==> config.mk <==
export PLATFORM = sky130hd
export DESIGN_NAME = mem_access_stage_flat
export DESIGN_NICKNAME = d
export VERILOG_FILES = /design/src/rtl/mem_pkg.sv /design/src/rtl/mem_access_stage_if.sv /design/src/rtl/mem_load_align.sv /design/src/rtl/mem_access_stage.sv /design/src/flat_wrapper.sv
export SDC_FILE = /design/constraint.sdc
export NUM_CORES = 1
export LEC_CHECK = 0
export ABC_AREA = 1
export BUFFER_PORTS_ARGS = -buffer_cell sky130_fd_sc_hd__buf_2
export CORE_UTILIZATION = 38
export DETAILED_ROUTE_END_ITERATION = 16
export MAX_ROUTING_LAYER = met4
export PLACE_DENSITY = 0.7
export SLEW_MARGIN = 15
export SYNTH_ARGS = -nofsm -noshare
export SYNTH_HDL_FRONTEND = slang
export SYNTH_SLANG_ARGS = --single-unit
==> constraint.sdc <==
create_clock -name clk -period 4.9 [get_ports clk]
set_clock_uncertainty 0.1 [all_clocks]
set_input_delay 0 -clock clk [delete_from_list [all_inputs] [get_ports clk]]
set_output_delay 0 -clock clk [all_outputs]
set_load 0.01 [all_outputs]
==> src/rtl/mem_pkg.sv <==
// Shared definitions for the memory-access stage: funct3 codes, FSM states
// and the lane-offset helper used by both store and load paths.
package mem_pkg;

    localparam logic [2:0] F3_B  = 3'b000;
    localparam logic [2:0] F3_H  = 3'b001;
    localparam logic [2:0] F3_W  = 3'b010;
    localparam logic [2:0] F3_BU = 3'b100;
    localparam logic [2:0] F3_HU = 3'b101;

    typedef enum logic {
        IDLE = 1'b0,
        WAIT = 1'b1
    } mem_state_t;

    // Address bits below the access size never steer a lane.
    function automatic logic [1:0] lane_offset(input logic [2:0] f3, input logic [1:0] lo);
        logic [1:0] off;
        off = lo;
        if (f3 == F3_H || f3 == F3_HU)
            off = {lo[1], 1'b0};
        else if (f3 == F3_W)
            off = 2'b00;
        return off;
    endfunction

endpackage

==> src/rtl/mem_access_stage_if.sv <==
// Ready/valid data-memory port between the memory-access stage (master)
// and the data memory (slave).
interface mem_access_stage_if;

    logic        req;
    logic        we;
    logic [31:0] addr;
    logic [3:0]  be;
    logic [31:0] wdata;
    logic        ready;
    logic [31:0] rdata;

    modport master (
        output req, we, addr, be, wdata,
        input  ready, rdata
    );

    modport slave (
        input  req, we, addr, be, wdata,
        output ready, rdata
    );

endinterface

==> src/rtl/mem_load_align.sv <==
// Selects the addressed byte/halfword from a read word and sign- or
// zero-extends it according to funct3.
module mem_load_align
    import mem_pkg::*;
(
    input  logic [31:0] rdata,
    input  logic [1:0]  offset,
    input  logic [2:0]  funct3,
    output logic [31:0] data
);

    logic [7:0]  byte_sel;
    logic [15:0] half_sel;

    always_comb begin
        byte_sel = rdata[8*offset +: 8];
        half_sel = offset[1] ? rdata[31:16] : rdata[15:0];
        case (funct3)
            F3_B:    data = {{24{byte_sel[7]}}, byte_sel};
            F3_BU:   data = {24'h0, byte_sel};
            F3_H:    data = {{16{half_sel[15]}}, half_sel};
            F3_HU:   data = {16'h0, half_sel};
            F3_W:    data = rdata;
            default: data = 32'h0;
        endcase
    end

endmodule

==> src/rtl/mem_access_stage.sv <==
// Memory-access stage: drives the data-memory port, stalls the front of the
// pipe while memory is busy, and registers MEM/WB. Optional misaligned-access
// trap is enabled with `define MEM_MISALIGN_TRAP_EN.
module mem_access_stage
    import mem_pkg::*;
#(
    parameter int TIMEOUT_CYCLES = 255,
    parameter int CNT_W          = 8
) (
    input  logic                clk,
    input  logic                rstn,
    input  logic                RegWrite,
    input  logic                MemWrite,
    input  logic                MemRead,
    input  logic                MemtoReg,
    input  logic [31:0]         result,
    input  logic [31:0]         writeData,
    input  logic [4:0]          rd,
    input  logic [2:0]          funct3,
    mem_access_stage_if.master  dmem,
    output logic                stall,
    output logic                RegWrite_wb,
    output logic                MemtoReg_wb,
    output logic [4:0]          rd_wb,
    output logic [31:0]         result_wb,
    output logic [31:0]         readData_wb,
    output logic                bus_error
`ifdef MEM_MISALIGN_TRAP_EN
    ,
    output logic                misalign
`endif
);

    mem_state_t       state_reg;
    logic [CNT_W-1:0] cnt_reg;

    logic        pending;
    logic        is_load;
    logic        store_valid;
    logic        trap;
    logic        needs_mem;
    logic        in_wait;
    logic        timeout_hit;
    logic        capture;
    logic [1:0]  offset;
    logic [3:0]  be;
    logic [31:0] wdata;
    logic [31:0] aligned;
    logic [31:0] load_word;

    assign pending     = MemRead | MemWrite;
    assign is_load     = MemRead & ~MemWrite;
    assign store_valid = (funct3 == F3_B) || (funct3 == F3_H) || (funct3 == F3_W);
    assign offset      = lane_offset(funct3, result[1:0]);

`ifdef MEM_MISALIGN_TRAP_EN
    assign trap = pending &&
                  ((((funct3 == F3_H) || (is_load && funct3 == F3_HU)) && result[0]) ||
                   ((funct3 == F3_W) && (result[1:0] != 2'b00)));
`else
    assign trap = 1'b0;
`endif

    // Stores with an undefined size complete locally without touching memory.
    assign needs_mem   = pending && !(MemWrite && !store_valid) && !trap;
    assign in_wait     = (state_reg == WAIT);
    assign timeout_hit = in_wait && !dmem.ready && (cnt_reg == CNT_W'(TIMEOUT_CYCLES));

    always_comb begin
        be    = 4'b0000;
        wdata = writeData;
        if (MemWrite) begin
            case (funct3)
                F3_B: begin
                    be    = 4'b0001 << offset;
                    wdata = {4{writeData[7:0]}};
                end
                F3_H: begin
                    be    = offset[1] ? 4'b1100 : 4'b0011;
                    wdata = {2{writeData[15:0]}};
                end
                F3_W:    be = 4'b1111;
                default: be = 4'b0000;
            endcase
        end
    end

    assign dmem.req   = rstn && (in_wait || needs_mem);
    assign dmem.we    = MemWrite;
    assign dmem.addr  = {result[31:2], 2'b00};
    assign dmem.be    = be;
    assign dmem.wdata = wdata;

    assign stall     = rstn && !dmem.ready &&
                       ((in_wait && !timeout_hit) || (!in_wait && needs_mem));
    assign bus_error = rstn && timeout_hit;
    assign capture   = !stall && !timeout_hit && !(!in_wait && trap);

    mem_load_align u_load_align (
        .rdata  (dmem.rdata),
        .offset (offset),
        .funct3 (funct3),
        .data   (aligned)
    );

    assign load_word = is_load ? aligned : 32'h0;

    always_ff @(posedge clk) begin
        if (!rstn) begin
            state_reg <= IDLE;
            cnt_reg   <= '0;
        end else begin
            case (state_reg)
                IDLE: begin
                    if (needs_mem && !dmem.ready) begin
                        state_reg <= WAIT;
                        cnt_reg   <= '0;
                    end
                end
                WAIT: begin
                    if (dmem.ready || cnt_reg == CNT_W'(TIMEOUT_CYCLES))
                        state_reg <= IDLE;
                    else
                        cnt_reg <= cnt_reg + 1'b1;
                end
                default: state_reg <= IDLE;
            endcase
        end
    end

    // Anything other than a completion loads a bubble.
    always_ff @(posedge clk) begin
        if (!rstn || !capture) begin
            RegWrite_wb <= 1'b0;
            MemtoReg_wb <= 1'b0;
            rd_wb       <= 5'd0;
            result_wb   <= 32'h0;
            readData_wb <= 32'h0;
        end else begin
            RegWrite_wb <= RegWrite;
            MemtoReg_wb <= MemtoReg;
            rd_wb       <= rd;
            result_wb   <= result;
            readData_wb <= load_word;
        end
    end

`ifdef MEM_MISALIGN_TRAP_EN
    always_ff @(posedge clk) begin
        if (!rstn)
            misalign <= 1'b0;
        else
            misalign <= !in_wait && trap;
    end
`endif

endmodule

==> src/flat_wrapper.sv <==
// flat-port wrapper written by rule: the top's interface ports become plain ports
module mem_access_stage_flat import mem_pkg::*;
#(
    parameter int TIMEOUT_CYCLES = 255,
    parameter int CNT_W          = 8
)
  (clk, rstn, RegWrite, MemWrite, MemRead, MemtoReg, result, writeData, rd, funct3, stall, RegWrite_wb, MemtoReg_wb, rd_wb, result_wb, readData_wb, bus_error, dmem_req, dmem_we, dmem_addr, dmem_be, dmem_wdata, dmem_ready, dmem_rdata);
  mem_access_stage_if dmem_i ();
  input  logic clk;
  input  logic rstn;
  input  logic RegWrite;
  input  logic MemWrite;
  input  logic MemRead;
  input  logic MemtoReg;
  input  logic [31:0] result;
  input  logic [31:0] writeData;
  input  logic [4:0] rd;
  input  logic [2:0] funct3;
  output logic stall;
  output logic RegWrite_wb;
  output logic MemtoReg_wb;
  output logic [4:0] rd_wb;
  output logic [31:0] result_wb;
  output logic [31:0] readData_wb;
  output logic bus_error;
  output wire logic [$bits(dmem_i.req)-1:0] dmem_req;
  output wire logic [$bits(dmem_i.we)-1:0] dmem_we;
  output wire logic [$bits(dmem_i.addr)-1:0] dmem_addr;
  output wire logic [$bits(dmem_i.be)-1:0] dmem_be;
  output wire logic [$bits(dmem_i.wdata)-1:0] dmem_wdata;
  input wire logic [$bits(dmem_i.ready)-1:0] dmem_ready;
  input wire logic [$bits(dmem_i.rdata)-1:0] dmem_rdata;
  assign dmem_req = dmem_i.req;
  assign dmem_we = dmem_i.we;
  assign dmem_addr = dmem_i.addr;
  assign dmem_be = dmem_i.be;
  assign dmem_wdata = dmem_i.wdata;
  assign dmem_i.ready = dmem_ready;
  assign dmem_i.rdata = dmem_rdata;
  mem_access_stage #(.TIMEOUT_CYCLES(TIMEOUT_CYCLES), .CNT_W(CNT_W)) u_core (.clk(clk), .rstn(rstn), .RegWrite(RegWrite), .MemWrite(MemWrite), .MemRead(MemRead), .MemtoReg(MemtoReg), .result(result), .writeData(writeData), .rd(rd), .funct3(funct3), .dmem(dmem_i), .stall(stall), .RegWrite_wb(RegWrite_wb), .MemtoReg_wb(MemtoReg_wb), .rd_wb(rd_wb), .result_wb(result_wb), .readData_wb(readData_wb), .bus_error(bus_error));
endmodule
Word-level counts from Yosys, hierarchy flattened
Cells that the tools add are included.
{"block": "classes", "eq_ne": 7, "n_addsub": 1, "reduce_logical": 30, "bitwise_logic": 5, "muxes": 15, "shift": 2}
{"operator": "$pmux W32 S5", "n": 1}
{"operator": "$pmux W32 S2", "n": 1}
{"operator": "$mux W32", "n": 1}
{"operator": "$shiftx A32 B6 Y8", "n": 1}
{"operator": "$mux W16", "n": 1}
{"operator": "$mux W8", "n": 2}
{"operator": "$pmux W8 S2", "n": 1}
{"operator": "$logic_and A1 B1 Y1", "n": 12}
{"operator": "$pmux W4 S3", "n": 1}
{"operator": "$add A8 B1 Y8 const B", "n": 1}
{"operator": "$eq A8 B8 Y1 const B", "n": 1}
{"operator": "$logic_not A1 Y1", "n": 8}
{"operator": "$mux W4", "n": 2}
{"operator": "$logic_or A1 B1 Y1", "n": 7}
{"operator": "$eq A3 B3 Y1 const B", "n": 2}
{"operator": "$mux W2", "n": 2}
{"operator": "$shl A1 B2 Y4 const A", "n": 1}
{"operator": "$eq A3 B1 Y1 const B", "n": 1}
{"operator": "$eq A3 B2 Y1 const B", "n": 1}
{"operator": "$logic_not A3 Y1", "n": 1}
{"operator": "$not A1 Y1", "n": 3}
{"operator": "$mux W1", "n": 2}
{"operator": "$ne A2 B1 Y1 const B", "n": 1}
{"operator": "$ne A2 B2 Y1 const B", "n": 1}
{"operator": "5 further kinds", "n": 5}
{"block": "totals", "wordCells": 67, "in_bits": 111, "reg_bits": 80}

Longest topological paths before layout
{"block": "depth", "ltp_word": 15, "depth_mapped": 11}

By module
A second synthesis with hierarchy kept.
{"block": "hier_totals", "cells_unflattened": 664, "hier_area_um2": 4269.1}
{"module": "mem_access_stage", "seq_area_each_um2": 1601.5, "area_per_inst_um2": 3372.0, "n_inst": 1, "cells_per_inst": 466}
{"module": "mem_load_align", "seq_area_each_um2": 0.0, "area_per_inst_um2": 897.1, "n_inst": 1, "cells_per_inst": 198}

Least setup slack after synthesis
OpenSTA, ideal clock, no wires.
{"block": "synth_path", "kind": "register -> register", "start": "reg u_core.cnt_reg[0]", "end": "reg u_core.MemtoReg_wb", "path_stages_with_launch": 11, "slack_ps": 3219, "arrival_ps": 1468, "n_path_buf": 2, "required_ps": 4687, "setup_time_ps": 113, "cell_sequence": "dfxtp_1 ha_1 nand2_1 nor3_2 nand4_1 nand2_1 inv_1 nand2_1 buf_2 buf_6 nor2_1"}
{"block": "synth_between", "elab_chain_len": 10}
{"item": "start: declaration", "line": "mem_access_stage.sv:35", "text": "logic [CNT_W-1:0] cnt_reg;"}
{"item": "start signal: assignment", "line": "mem_access_stage.sv:124", "text": "cnt_reg <= cnt_reg + 1'b1;"}
{"item": "$eq A8 B8 Y1 (*)", "line": "mem_access_stage.sv:67", "text": "assign timeout_hit = in_wait && !dmem.ready && (cnt_reg == CNT_W'(TIMEOUT_CYCLES));"}
{"item": "$logic_and A1 B1 Y1 (*)", "line": "mem_access_stage.sv:67"}
{"item": "$logic_not A1 Y1 (*)", "line": "mem_access_stage.sv:95, mem_access_stage.sv:97"}
{"item": "$logic_and A1 B1 Y1", "line": "mem_access_stage.sv:95", "text": "((in_wait && !timeout_hit) || (!in_wait && needs_mem));"}
{"item": "$logic_or A1 B1 Y1", "line": "mem_access_stage.sv:95"}
{"item": "$logic_and A1 B1 Y1", "line": "mem_access_stage.sv:94", "text": "assign stall = rstn && !dmem.ready &&"}
{"item": "$logic_not A1 Y1", "line": "mem_access_stage.sv:97", "text": "assign capture = !stall && !timeout_hit && !(!in_wait && trap);"}
{"item": "$logic_and A1 B1 Y1 (*)", "line": "mem_access_stage.sv:97"}
{"item": "$logic_not A1 Y1 (*)", "line": "mem_access_stage.sv:133", "text": "if (!rstn || !capture) begin"}
{"item": "$logic_or A1 B1 Y1 (*)", "line": "mem_access_stage.sv:133"}
{"item": "end signal: assignment", "line": "mem_access_stage.sv:141", "text": "MemtoReg_wb <= MemtoReg;"}
{"item": "end: declaration", "line": "mem_access_stage.sv:23", "text": "output logic MemtoReg_wb,"}
Every way passes the cells marked *; elsewhere a longest branch is shown, timed or not.
A chain may end at the register's enable or synchronous reset.

Worst setup path after layout
{"block": "layout_path", "start": "reg u_core.cnt_reg[0]", "end": "reg u_core.readData_wb[5]"}
{"block": "layout_between", "elab_chain_len": 11}
{"item": "$eq A8 B8 Y1 (*)", "line": "mem_access_stage.sv:67"}
{"item": "$logic_and A1 B1 Y1 (*)", "line": "mem_access_stage.sv:67"}
{"item": "$logic_not A1 Y1 (*)", "line": "mem_access_stage.sv:95, mem_access_stage.sv:97"}
{"item": "$logic_and A1 B1 Y1", "line": "mem_access_stage.sv:95"}
{"item": "$logic_or A1 B1 Y1", "line": "mem_access_stage.sv:95"}
{"item": "$logic_and A1 B1 Y1", "line": "mem_access_stage.sv:94"}
{"item": "$logic_not A1 Y1", "line": "mem_access_stage.sv:97"}
{"item": "$logic_and A1 B1 Y1 (*)", "line": "mem_access_stage.sv:97"}
{"item": "$logic_not A1 Y1 (*)", "line": "mem_access_stage.sv:133"}
{"item": "$logic_or A1 B1 Y1 (*)", "line": "mem_access_stage.sv:133"}
{"item": "$reduce_or A2 Y1 (no source line) (*)"}
{"item": "end signal: assignment", "line": "mem_access_stage.sv:144", "text": "readData_wb <= load_word;"}
{"item": "end: declaration", "line": "mem_access_stage.sv:26", "text": "output logic [31:0] readData_wb,"}
Marks and branches as above.

==> metrics.md <==
| Metric | Value |
|---|---|
| Reg2reg start | u_core.cnt_reg[0] |
| Pins Over Slew Limit | 0 |
| Status | finished with violations |
| Post-route ant nets | 0 |
| DRC viols | 1 |
| Violated checks | DRC |
| Clk_lat worst skew | 0.36 ns |
| Clock root buffer | clkbuf_8 |
| Achievable Freq | 0.344 GHz |
| Drt first-iter violations | 349 |
| Crit path buffers/inverters | 1 |
| Worst-path clk slew | 0.10 ns |
| Hpwl dp | 9.55 mm |
| Setup TNS | 0 ns |
| Synth area leaders | dfxtp_1 (38%), inv_1 (10%), nand2_1 (10%) |
| CP Cell Sequence | ha_1 > nand2_1 > nor3_2 > nand3_1 > nand3_2 > nand3_2 > a21oi_1 > dlygate4sd3_1 |
| Maxcap violations | 0 |
| Post-DP Area | 5190 sq um |
| CP max stage delay | 0.59 ns |
| Routability cong. | 0.877 |
| CP endpoint kind | register |
| Number of CTS-inserted buffers | 9 |
| Share of layout cells above drive strength 1 | 34.5% |
| Worst hold path class | input port to register |
| Seq/Total Area, Yosys | 38.2% |
| Post-synth top area share | 38.2% |
| Most common cell in the synthesized netlist | inv_1 |
| H-tree depth | 3 |
| CP arrival | 3.12 ns |
| Worst Path Class, Setup | register to register |
| Ys async rst share | 0% |
| Critical Path Fanout Max | 24 |
| Final Hold Fails | 0 |
| # clock sinks | 80 |
| Overall Power | 1.50 mW |
| # port buffers | 251 |
| Dpl ws | 2.00 ns |
| Clock Path Buffers | 2 |
| First-pass GRT wire length | 21.4 mm |
| Netlist cell types | 34 |
| Leading area contributor after synthesis | dfxtp_1 |
| Initial core utilization | 38.9% |
| Min Tclk post-route | 2.91 ns |
| Crit. Startpoint | u_core.cnt_reg[0] |
| Final Core Density | 56.9% |
| Cells after synthesis | 610 |
| Relative max-transition margin | 28.3% |
| CP top delay family | simple AND/OR/NAND/NOR gates |
| Most common cell on crit path | nand3_2 |
| Final period util | 59.4% |
| Grt total ovfl | 0 |
| Power per cell area | 244 nW/um^2 |
| Postcts setup bufs | 0 |
| CTS tree | yes |
| Die width | 107 um |
| Synth warn | 0 |
| Antenna violations before repair | 1 |
| Critical Path Start Type | register |
| Post-DR vias/cell | 4.62 |
| Total GRT Usage | 24.7% |
| DR pass1 iterations | 11 |
| WHS | 0.0269 ns |
| Layout net count | 998 |
| Number of synthesized register bits | 80 |
| Row count | 38 |
| Area Overhead vs Synth | 46.3% |
| Slowest CP cell | nand3_2 |
| Final worst slack | 1.99 ns |
| Top Ports | 254 |
| Vias | 4765 |
| Post-synth EDFFs | 0 |
| WL per Instance | 13.7 um |
| Cell Area, Synth | 4200 sq um |
| R2R setup slack | 1.99 ns |
| Worst Path Required | 5.11 ns |
| Placed insts | 939 |
| HP Start | dmem_rdata[30] |
| Syn Area/Cell | 6.88 sq um |
| Routed WL | 14.1 mm |
| RSZ-0062 raised after global routing | false |
| Top_reg_cell synth | dfxtp_1 |
| Core Footprint | 10800 sq um |
| Pin count of the biggest net entering global routing | 31 |
| Worst-Margin Slew | 1.07 ns |
| Design area | 6140 sq um |
| Non-Filler Instances | 1032 |
| P_leak | 3.34 nW |
| Vias in the first global route | 4417 |
| Synth top cells by count | inv_1 (115), nand2_1 (112), dfxtp_1 (80) |
| Die height | 107 um |
| Worst VDD drop | 0.126 mV |
| Die area | 11500 sq um |
| Final setup viols | 0 |
timing repair:
item	CTS	global route
resized for setup	0	0
hold buffers	76	0
endpoints found under the hold margin	78	0
where the power goes:
group          switching [mW]  total, mW  internal [mW]
clock network           0.279      0.473          0.194
logic                   0.194      0.346          0.152
registers             0.00761      0.682          0.674
placed cells by master, fill, tap and decap left out, types with 3 or more instances in the layout:
master / Yosys / final
nor2_1: 70 / 70
nand3_1: 10 / 10
o21ai_0: 44 / 44
dlygate4sd3_1: 0 / 76
a21oi_2: 15 / 15
nand4_1: 3 / 3
clkinv_4: 0 / 3
o22ai_1: 14 / 14
inv_2: 4 / 4
o21ai_1: 5 / 5
clkbuf_8: 0 / 9
a21oi_1: 38 / 38
dfxtp_1: 80 / 80
xor2_1: 4 / 4
nand2_2: 4 / 4
nand2_1: 112 / 112
nor2_2: 8 / 8
inv_1: 115 / 115
buf_2: 10 / 251
nor3_1: 3 / 3
o211ai_1: 3 / 3
final cells by class:
type / instances / area [sq um]
flip-flops and latches: 80 / 1600
clock buffers: 9 / 124
repair buffers: 328 / 2020
clock inverters: 7 / 62.6
inverters: 120 / 450
well taps: 140 / 175
fillers: 1022 / 4650
multi-input cells: 347 / 1700
diodes: 1 / 2.50
worst paths after layout:
path / end / depth (start not counted)
setup / recovery: u_core.readData_wb[5] / 8
hold / removal: u_core.readData_wb[30] / 5
setup reg to reg: u_core.readData_wb[5] / 8
hold reg to reg: u_core.cnt_reg[7] / 2
metal layers:
metal	up-vias	GRT usage [%]	routed length, um
met1	2097	29.5	6100
met3	33	5.29	1000
li1	2381	-	-
met4	0	10.1	361
met2	254	40.3	6660
met5	-	-	0
worst reg2reg max path: cells and delay by family, from the launching register on:
kind	cells	cell delay, ns
compound gates	1	0.33
simple gates	5	1.29
buf+inv	1	0.58
flops	1	0.39
fa+ha+maj	1	0.18
cells by family (layout without fill, tap and decap cells):
| family | count (synthesis) | in the layout | synth area share [%] |
|---|---|---|---|
| AO/OA/AOI/OAI | 124 | 124 | 17.6 |
| XOR/XNOR | 5 | 5 | 1.04 |
| adder cells (fa/ha/maj) | 1 | 1 | 0.298 |
| buffers and inverters | 184 | 464 | 21.4 |
| flip-flops | 80 | 80 | 38.2 |
| other | 1 | 3 | 0.0894 |
| AND/OR/NAND/NOR | 215 | 215 | 21.4 |
Power figures use the tool's default switching activity.
